`config.mk`:
```
export PLATFORM = sky130hd
export DESIGN_NAME = tlul_host_arb
export DESIGN_NICKNAME = d
export VERILOG_FILES = /design/src/rtl/tlul_host_arb_pkg.sv /design/src/rtl/tlul_rr_arb.sv /design/src/rtl/tlul_host_arb.sv
export SDC_FILE = /design/constraint.sdc
export NUM_CORES = 1
export LEC_CHECK = 0
export ABC_CLOCK_PERIOD_IN_PS = 6200
export BUFFER_PORTS_ARGS = -buffer_cell sky130_fd_sc_hd__buf_2
export CAP_MARGIN = 20
export CORE_AREA = 2 2 219 221
export DETAILED_ROUTE_END_ITERATION = 10
export DIE_AREA = 0 0 221 223
export PLACE_DENSITY_LB_ADDON = 0.25
export SLEW_MARGIN = 10
export SYNTH_ARGS = -nofsm -noshare
export SYNTH_HDL_FRONTEND = slang
export SYNTH_HIERARCHICAL = 1
export SYNTH_SLANG_ARGS = --single-unit
```
`constraint.sdc`:
```
create_clock -name clk_i -period 6.2 [get_ports clk_i]
set_input_delay 1.24 -clock clk_i [delete_from_list [all_inputs] [get_ports clk_i]]
set_output_delay 1.24 -clock clk_i [all_outputs]
set_load 0.005 [all_outputs]
```
`src/rtl/tlul_host_arb_pkg.sv`:
```
// Shared types and helpers for the N-host to 1-device TL-UL arbiter.
package tlul_host_arb_pkg;

    localparam int unsigned MaxHostsSupported = 8;
    localparam int unsigned SrcW = 8;

    typedef logic [2:0] host_idx_t;

    typedef struct packed {
        logic            a_valid;
        logic [2:0]      a_opcode;
        logic [2:0]      a_param;
        logic [1:0]      a_size;
        logic [SrcW-1:0] a_source;
        logic [31:0]     a_address;
        logic [3:0]      a_mask;
        logic [31:0]     a_data;
        logic            d_ready;
    } tl_h2d_t;

    typedef struct packed {
        logic            d_valid;
        logic [2:0]      d_opcode;
        logic [2:0]      d_param;
        logic [1:0]      d_size;
        logic [SrcW-1:0] d_source;
        logic            d_sink;
        logic [31:0]     d_data;
        logic            d_error;
        logic            a_ready;
    } tl_d2h_t;

    function automatic int unsigned host_id_w(int unsigned n);
        return (n <= 1) ? 1 : $clog2(n);
    endfunction

    // Host index occupies the low bits; host source bits shifted out are dropped.
    function automatic logic [SrcW-1:0] tag_source(logic [SrcW-1:0] src, host_idx_t idx,
                                                   int unsigned idw);
        return (src << idw) | SrcW'(idx);
    endfunction

    function automatic logic [SrcW-1:0] untag_source(logic [SrcW-1:0] src, int unsigned idw);
        return src >> idw;
    endfunction

endpackage

```
`src/rtl/tlul_rr_arb.sv`:
```
// Round-robin arbiter with pointer advanced on the update strobe.
// TLUL_HOST_ARB_FIXED_PRIO_EN: pointer removed, lowest requesting index wins.
module tlul_rr_arb
    import tlul_host_arb_pkg::*;
#(
    parameter int unsigned N = 3
) (
    input  logic         clk_i,
    input  logic         rst_i,
    input  logic [N-1:0] req_i,
    input  logic         update_i,
    output logic [N-1:0] gnt_o,
    output host_idx_t    idx_o
);

`ifdef TLUL_HOST_ARB_FIXED_PRIO_EN
    logic unused_rr;
    assign unused_rr = clk_i ^ rst_i ^ update_i;

    always_comb begin
        gnt_o = '0;
        idx_o = '0;
        for (int i = int'(N) - 1; i >= 0; i--) begin
            if (req_i[i]) begin
                gnt_o    = '0;
                gnt_o[i] = 1'b1;
                idx_o    = host_idx_t'(i);
            end
        end
    end
`else
    host_idx_t ptr_q, ptr_d;
    logic      found;

    // Search above the pointer first, then wrap to the lower indices.
    always_comb begin
        gnt_o = '0;
        idx_o = '0;
        found = 1'b0;
        for (int unsigned i = 0; i < N; i++) begin
            if (!found && req_i[i] && (i > 32'(ptr_q))) begin
                found    = 1'b1;
                gnt_o[i] = 1'b1;
                idx_o    = host_idx_t'(i);
            end
        end
        for (int unsigned i = 0; i < N; i++) begin
            if (!found && req_i[i] && (i <= 32'(ptr_q))) begin
                found    = 1'b1;
                gnt_o[i] = 1'b1;
                idx_o    = host_idx_t'(i);
            end
        end
        ptr_d = update_i ? idx_o : ptr_q;
    end

    always_ff @(posedge clk_i or posedge rst_i) begin
        if (rst_i) begin
            ptr_q <= '0;
        end else begin
            ptr_q <= ptr_d;
        end
    end
`endif

endmodule

```
`src/rtl/tlul_host_arb.sv`:
```
// N-host to 1-device TL-UL arbiter: zero-latency datapath, grant lock, credit-limited A channel.
// Build option TLUL_HOST_ARB_FIXED_PRIO_EN selects fixed priority (host 0 highest).
module tlul_host_arb
    import tlul_host_arb_pkg::*;
#(
    parameter int unsigned NumHosts       = 3,
    parameter int unsigned MaxOutstanding = 4,
    parameter int unsigned HostIdW        = host_id_w(NumHosts)
) (
    input  logic    clk_i,
    input  logic    rst_i,
    input  tl_h2d_t tl_h_i [NumHosts],
    output tl_d2h_t tl_h_o [NumHosts],
    output tl_h2d_t tl_d_o,
    input  tl_d2h_t tl_d_i,
    output logic    busy_o
);

    localparam int unsigned CntW = $clog2(MaxOutstanding + 1);

    if (NumHosts < 2 || NumHosts > MaxHostsSupported) begin : g_bad_num_hosts
        $error("NumHosts out of range");
    end

    logic [CntW-1:0]     cnt_q, cnt_d;
    logic                lock_q, lock_d;
    host_idx_t           lock_idx_q, lock_idx_d;
    logic [NumHosts-1:0] req, gnt;
    host_idx_t           gnt_idx;
    tl_h2d_t             a_sel;
    logic                full, a_hs, d_hs, d_ready_c;
    logic [HostIdW-1:0]  d_idx;

    // A held request masks all other hosts so the grant cannot move.
    always_comb begin
        req = '0;
        for (int unsigned i = 0; i < NumHosts; i++) begin
            req[i] = lock_q ? (lock_idx_q == host_idx_t'(i)) : tl_h_i[i].a_valid;
        end
    end

    tlul_rr_arb #(.N(NumHosts)) u_arb (
        .clk_i    (clk_i),
        .rst_i    (rst_i),
        .req_i    (req),
        .update_i (a_hs),
        .gnt_o    (gnt),
        .idx_o    (gnt_idx)
    );

    always_comb begin
        a_sel = '0;
        for (int unsigned i = 0; i < NumHosts; i++) begin
            if (gnt[i]) a_sel = tl_h_i[i];
        end
        full            = (cnt_q == CntW'(MaxOutstanding));
        tl_d_o          = a_sel;
        tl_d_o.a_source = tag_source(a_sel.a_source, gnt_idx, HostIdW);
        tl_d_o.a_valid  = a_sel.a_valid & ~full & ~rst_i;

        // Responses to a nonexistent host are sunk here.
        d_idx     = tl_d_i.d_source[HostIdW-1:0];
        d_ready_c = 1'b1;
        for (int unsigned i = 0; i < NumHosts; i++) begin
            if (32'(d_idx) == i) d_ready_c = tl_h_i[i].d_ready;
        end
        tl_d_o.d_ready = d_ready_c & ~rst_i;

        for (int unsigned i = 0; i < NumHosts; i++) begin
            tl_h_o[i]          = tl_d_i;
            tl_h_o[i].d_source = untag_source(tl_d_i.d_source, HostIdW);
            tl_h_o[i].d_valid  = tl_d_i.d_valid & (32'(d_idx) == i) & ~rst_i;
            tl_h_o[i].a_ready  = gnt[i] & tl_d_i.a_ready & ~full & ~rst_i;
        end

        a_hs = tl_d_o.a_valid & tl_d_i.a_ready;
        d_hs = tl_d_i.d_valid & tl_d_o.d_ready;
    end

    always_comb begin
        lock_d     = lock_q;
        lock_idx_d = lock_idx_q;
        cnt_d      = cnt_q;
        if (tl_d_o.a_valid) begin
            lock_d     = ~tl_d_i.a_ready;
            lock_idx_d = gnt_idx;
        end
        if (a_hs && !d_hs) begin
            cnt_d = cnt_q + CntW'(1);
        end else if (!a_hs && d_hs) begin
            cnt_d = cnt_q - CntW'(1);
        end
    end

    always_ff @(posedge clk_i or posedge rst_i) begin
        if (rst_i) begin
            cnt_q      <= '0;
            lock_q     <= 1'b0;
            lock_idx_q <= '0;
        end else begin
            cnt_q      <= cnt_d;
            lock_q     <= lock_d;
            lock_idx_q <= lock_idx_d;
        end
    end

    assign busy_o = (cnt_q != '0);

`ifndef SYNTHESIS
    always_ff @(posedge clk_i) begin
        if (!rst_i) begin
            assert (!(tl_d_o.a_valid && ((a_sel.a_source >> (SrcW - HostIdW)) != '0)))
            else $warning("host a_source upper bits nonzero, truncated");
            assert (!(tl_d_i.d_valid && (32'(d_idx) >= NumHosts)))
            else $warning("d_source host index %0d out of range, response dropped", d_idx);
            assert (!(d_hs && !a_hs && (cnt_q == '0)))
            else $error("outstanding counter underflow");
        end
    end
`endif

endmodule

```
==> results of run 1 <==
-- registers in the layout, summed over array words and instances, names as in the netlist --
name         cells
cnt_q            3
u_arb/ptr_q      2
lock_idx_q       3
lock_q           1
-- metrics by stage --
step	hold WS [ns]	std cells
floorplan	0.457	511
global placement	0.480	1297
detailed placement	0.487	1297
CTS	0.492	1301
global route	0.516	1301
finish	0.489	1301
-- critical path: cells and delay by family --
| kind | cells | cell delay (ns) |
|---|---|---|
| compound gates | 4 | 0.86 |
| buf+inv | 4 | 0.58 |
| simple gates | 3 | 0.89 |
-- Yosys cell counts, drive strengths merged --
cell and number:
nand3b 1, o32ai 2, inv 8, a211o 1, fa 1, o22ai 2, nor3b 1, a211oi 1
a31o 1, nor4bb 2, or3 1, buf 161, nor2 6, and2 4, o21ai 81, mux2i 1
nand2 87, and3 4, xnor2 1, clkbuf 26, a22oi 81, nor2b 4, a21oi 2, and2b 1
o21a 1, ha 1, o211ai 1, nor3 1, a221o 1, dfrtp 9, nand3 1, o41ai 1
xor2 2, conb 2, mux2 5, nor4b 1
-- worst paths after layout --
kind	startpoint	to	slack [ns]	depth (start not counted)
max	tl_h_i[85]	tl_d_o[23]	1.33	11
min	cnt_q[2]	cnt_q[2]	0.49	1
max reg2reg	lock_q	cnt_q[2]	2.15	14
min reg2reg	cnt_q[2]	cnt_q[2]	0.49	1
max in group asynchronous	rst_i	lock_q	4.96	2
min in group asynchronous	rst_i	u_arb/ptr_q[1]	0.94	2
-- cell families after synthesis --
logic type	count (synthesis)	synth area share [%]
DFF	9	6.86
adders and majority gates	2	0.991
xor gates and xnor gates	3	0.801
other	2	0.229
AOI/OAI and AO/OA	175	33.9
buffers and inverters	195	39.7
muxes	6	2.02
and+or+nand+nor	114	15.5
-- per-layer routing --
metal  up-vias  part of all wire, %  global-route usage [%]
li1       1967                    -                       -
met1      1778                   37                    6.46
met2       251                   49                    10.6
met3        64                  8.1                    1.38
met4         0                  5.4                    3.27
met5         -                    0                       0
-- area by class of cell --
| class | instances | area (µm²) |
|---|---|---|
| fillers | 5552 | 42400 |
| repair buffers | 358 | 1850 |
| multi-input cells | 307 | 1780 |
| well taps | 615 | 769 |
| flip-flops and latches | 9 | 225 |
| clock buffers | 4 | 78.8 |
| inverters | 8 | 30.0 |
-- report_power, final --
| part | internal [mW] | total [mW] | switching (mW) |
|---|---|---|---|
| Clock | 0.0857 | 0.111 | 0.0251 |
| Sequential | 0.0867 | 0.120 | 0.0335 |
| Combinational | 0.650 | 1.51 | 0.859 |
| Total | 0.823 | 1.74 | 0.918 |
==> key figures, run 1 <==
Setup path
  – CP endpoint kind: primary output
  – Most common cell on crit path: buf_2
  – Startpoint types: input pin
  – Slowest CP cell: nor2b_4
  – Slowest stage delay, CP: 0.38 ns
  – Worst EP required: 4.96 ns
  – Kind of critical path: input pin to primary output
  – Worst path cell trace: buf_2 > inv_1 > o32ai_1 > nor2b_1 > o22ai_1 > and2_4 > nor2b_4 > buf_12 > a22oi_1 > o21ai_0 > buf_2
  – Worst EP arrival: 3.63 ns
  – Crit Path Max Fanout: 35

Timing
  – Tightest Pin Transition: 0.809 ns
  – Worst Slack Setup Final: 1.33 ns
  – Final setup viols: 0
  – Worst Skew: 0.000311 ns
  – Final Max Tran Viols: 0
  – TNS Setup: 0 ns
  – Final period utilization: 78.5%
  – Fmax: 206 MHz
  – Unrepaired setup endpoints after global routing: no
  – Hold Vio Cnt, Final: 0
  – Max-slew headroom: 45.4%
  – Crit path time final: 4.87 ns

Power
  – Pleak: 2.24 nW
  – Pwr Total: 1.74 mW
  – Worst VDD drop: 0.000174 V
  – PD cells: 368 nW/µm²

Die
  – Core area: 47100 µm²
  – Die Y: 223 µm
  – Chip width: 221 µm
  – Rows: 80
  – Initial core utilization: 6.96%
  – I/O Pins: 555
  – Die area: 49300 µm²

Cells and area
  – Commonest non-fill, non-tap cell in the layout: buf_2
  – Layout Utilization: 10.0%
  – Layout area overhead: 44.3%
  – Finished Cell Area: 4730 µm²
  – Fraction of layout cells with a size suffix above 1: 53.8%
  – Inserted Diodes: 0
  – Most frequent cells in the layout: buf_2 (350), nand2_1 (87), a22oi_1 (81), o21ai_0 (81), dfrtp_1 (9)
  – Final nets: 1001

Placement
  – Post-DP Area: 4660 µm²
  – RePlAce Congestion: 0.721
  – I/O Buffers: 350
  – DP HPWL: 13300 µm
  – Worst slack, placed: 1.28 ns

Yosys
  – Area share of the leading cell type in the synthesized netlist: 34.5%
  – Sequential element share of the synthesized area: 6.86%
  – Mapped Area: 3280 µm²
  – Synth top area cells: buf_4 (35%), a22oi_1 (19%), o21ai_0 (12%)
  – Ys Warns: 6
  – Seq cells post-synth: 9
  – Post-Synthesis Cells: 506
  – Post-Syn Area per Cell: 6.49 µm²
  – Leading area contributor after synthesis: buf_4
  – Distinct cell type count after synthesis: 41

Clocking
  – CTS-repair resized insts: 0
  – Reg clk slew, reported paths: 0.04 ns
  – TritonCTS Buffers: 3
  – Post-CTS setup buffer count: 0
  – Cts hold-fix bufs: 0
  – Clock Sinks: 9
  – TritonCTS clock tree: yes
  – CTS Root Cell: clkbuf_16
  – CTS Buffer Depth: 2
  – Htree depth: 1
  – Clock Latency Late Sink: 0.23 ns

Drt
  – 1st-iter DRT viols: 142
  – Via-to-Cell Ratio: 3.12
  – Total number of vias: 4060
  – Final antenna-violating net count: 0
  – Routed WL: 15900 µm
  – DRC viols: 0
  – Drt first pass iters: 4
  – Routed WL per cell: 12.2 µm

Global routing
  – Vias in the first global route: 3941
  – Total track usage: 5.92%
  – First-pass GRT wire length: 23000 µm
  – Final global-route overflow total: 0
  – Largest net degree at the start of global routing: 87
  – Initial antenna violation count: 1

Run
  – Max cap viols: 0

Worst hold path
  – HP Class: flip-flop to flip-flop

Outcome
  – Status: finished, final reports clean
Power figures use the tool's default switching activity.
==> run 2: changes to the inputs <==
ABC_CLOCK_PERIOD_IN_PS = 4600   (was 6200)
CORE_AREA = 2 2 213 215   (was 2 2 219 221)
DIE_AREA = 0 0 215 217   (was 0 0 221 223)
clock period = 4.6 ns   (was 6.2 ns; I/O delays follow)
==> run 2 against run 1 <==
Effect of this change: sequential power rose by 35%; clock power increased by 38%; final cell count is 0.85% lower; first-iteration DRC count up 8.5%; sequential share of layout area hardly changed; core utilization is 0.60 points higher; global-route usage up 0.25 points; largest cell class unchanged; largest power group unchanged.
==> key figures, run 2 (synthesized netlist as in run 1, its figures left out) <==
Outcome
  – Status: finished, final reports clean

Setup path
  – Crit path max-delay family: compound AO/OA/AOI/OAI gates
  – Startpoint types: flip-flop
  – Kind of critical path: flip-flop to primary output
  – Worst EP arrival: 3.02 ns
  – Crit Path Max Fanout: 22
  – Worst path bufs/invs: 3
  – Worst path cell trace: inv_1 > o41ai_1 > o22ai_1 > and2_4 > nor2b_4 > buf_12 > a22oi_1 > o21ai_0 > buf_2
  – Slowest stage delay, CP: 0.80 ns
  – CP endpoint kind: primary output
  – Worst EP required: 3.68 ns
  – Slowest CP cell: o41ai_1
  – R2R Setup Slk: 0.91 ns

Cells and area
  – Layout area overhead: 45.0%
  – Layout Utilization: 10.6%
  – Inserted Diodes: 0
  – Commonest non-fill, non-tap cell in the layout: buf_2
  – Finished Cell Area: 4760 µm²
  – Fraction of layout cells with a size suffix above 1: 54.1%
  – Final nets: 1005
  – Biggest regs: cnt_q x3, lock_idx_q x3, u_arb/ptr_q x2
  – Post-route insts no fill: 1290
  – Most frequent cells in the layout: buf_2 (350), nand2_1 (87), a22oi_1 (81), o21ai_0 (81), dfrtp_1 (9)
  – Fillers: 5333

Power
  – Pleak: 2.26 nW
  – Pwr Total: 2.39 mW
  – Worst VDD drop: 0.000183 V
  – PD cells: 503 nW/µm²

Timing
  – Worst Skew: 0.00227 ns
  – Fmax: 254 MHz
  – Final setup viols: 0
  – Worst hold slack: 0.489 ns
  – Unrepaired setup endpoints after global routing: no
  – Crit path time final: 3.94 ns
  – TNS Setup: 0 ns
  – Hold Vio Cnt, Final: 0
  – Final period utilization: 85.6%
  – Max-slew headroom: 43.4%
  – Final Max Tran Viols: 0
  – Tightest Pin Transition: 0.838 ns
  – Worst Slack Setup Final: 0.664 ns

Clocking
  – CTS Buffer Depth: 2
  – Cts hold-fix bufs: 0
  – TritonCTS clock tree: yes
  – Htree depth: 1
  – Reg clk slew, reported paths: 0.04 ns
  – TritonCTS Buffers: 3
  – Clock Latency Late Sink: 0.23 ns
  – CTS-repair resized insts: 0
  – Clock Sinks: 9
  – CTS Root Cell: clkbuf_16
  – Post-CTS setup buffer count: 0

Die
  – Die area: 46700 µm²
  – I/O Pins: 555
  – Rows: 78
  – Chip width: 215 µm
  – Initial core utilization: 7.34%
  – Die Y: 217 µm
  – Core area: 44700 µm²

Placement
  – Worst slack, placed: 0.625 ns
  – RePlAce Congestion: 0.721
  – DP HPWL: 13700 µm
  – I/O Buffers: 350
  – Placed Instances: 1286
  – Post-DP Area: 4680 µm²

Global routing
  – Largest net degree at the start of global routing: 80
  – Global routing usage on met3: 2.49%
  – First-pass GRT wire length: 22400 µm
  – Grt met1 use: 6.51%
  – Vias in the first global route: 3716
  – Initial antenna violation count: 1
  – Most used routing layer: met2
  – Met2 GRT Util: 10.4%
  – Final global-route overflow total: 0
  – Total track usage: 6.17%

Drt
  – Routed WL per cell: 12.5 µm
  – Total number of vias: 4122
  – Routed WL: 16100 µm
  – Via-to-Cell Ratio: 3.20
  – Drt first pass iters: 4
  – DRC viols: 0
  – 1st-iter DRT viols: 154
  – Final antenna-violating net count: 0

Worst hold path
  – HP Class: flip-flop to flip-flop

Run
  – Max cap viols: 0
## run 2: changes by cell type in the layout (fill, tap and decap cells not counted), sizes merged
| cell | before | now |
|---|---|---|
| buf | 358 | 362 |
## run 2: final timing paths
| path | startpoint | endpoint | depth (start not counted) |
|---|---|---|---|
| worst max-delay path | lock_q | tl_d_o[5] | 9 |
| worst min-delay path | cnt_q[2] | cnt_q[2] | 1 |
| worst max register to register | lock_q | cnt_q[2] | 14 |
| worst min register to register | cnt_q[2] | cnt_q[2] | 1 |
| max in group asynchronous | rst_i | cnt_q[1] | 2 |
| min in group asynchronous | rst_i | u_arb/ptr_q[1] | 2 |
## run 2: layout make-up
type | instances | area [µm²] | share of cell area [%]
multi-input combinational | 307 | 1780 | 37.4
clock buffer | 4 | 78.8 | 1.66
inverter | 8 | 30.0 | 0.631
sequential | 9 | 225 | 4.73
timing repair buffer | 362 | 1890 | 39.8
tap | 600 | 751 | 15.8
## run 2: per-layer routing
metal / up-vias / routed length, µm
met2: 314 / 7570
li1: 1975 / -
met5: - / 13
met3: 69 / 1980
met4: 2 / 1010
met1: 1762 / 5590
## run 2: where the power goes
group	internal [mW]	switching, mW	total (mW)
clock network	0.116	0.0371	0.153
logic	0.910	1.17	2.08
registers	0.117	0.0449	0.162
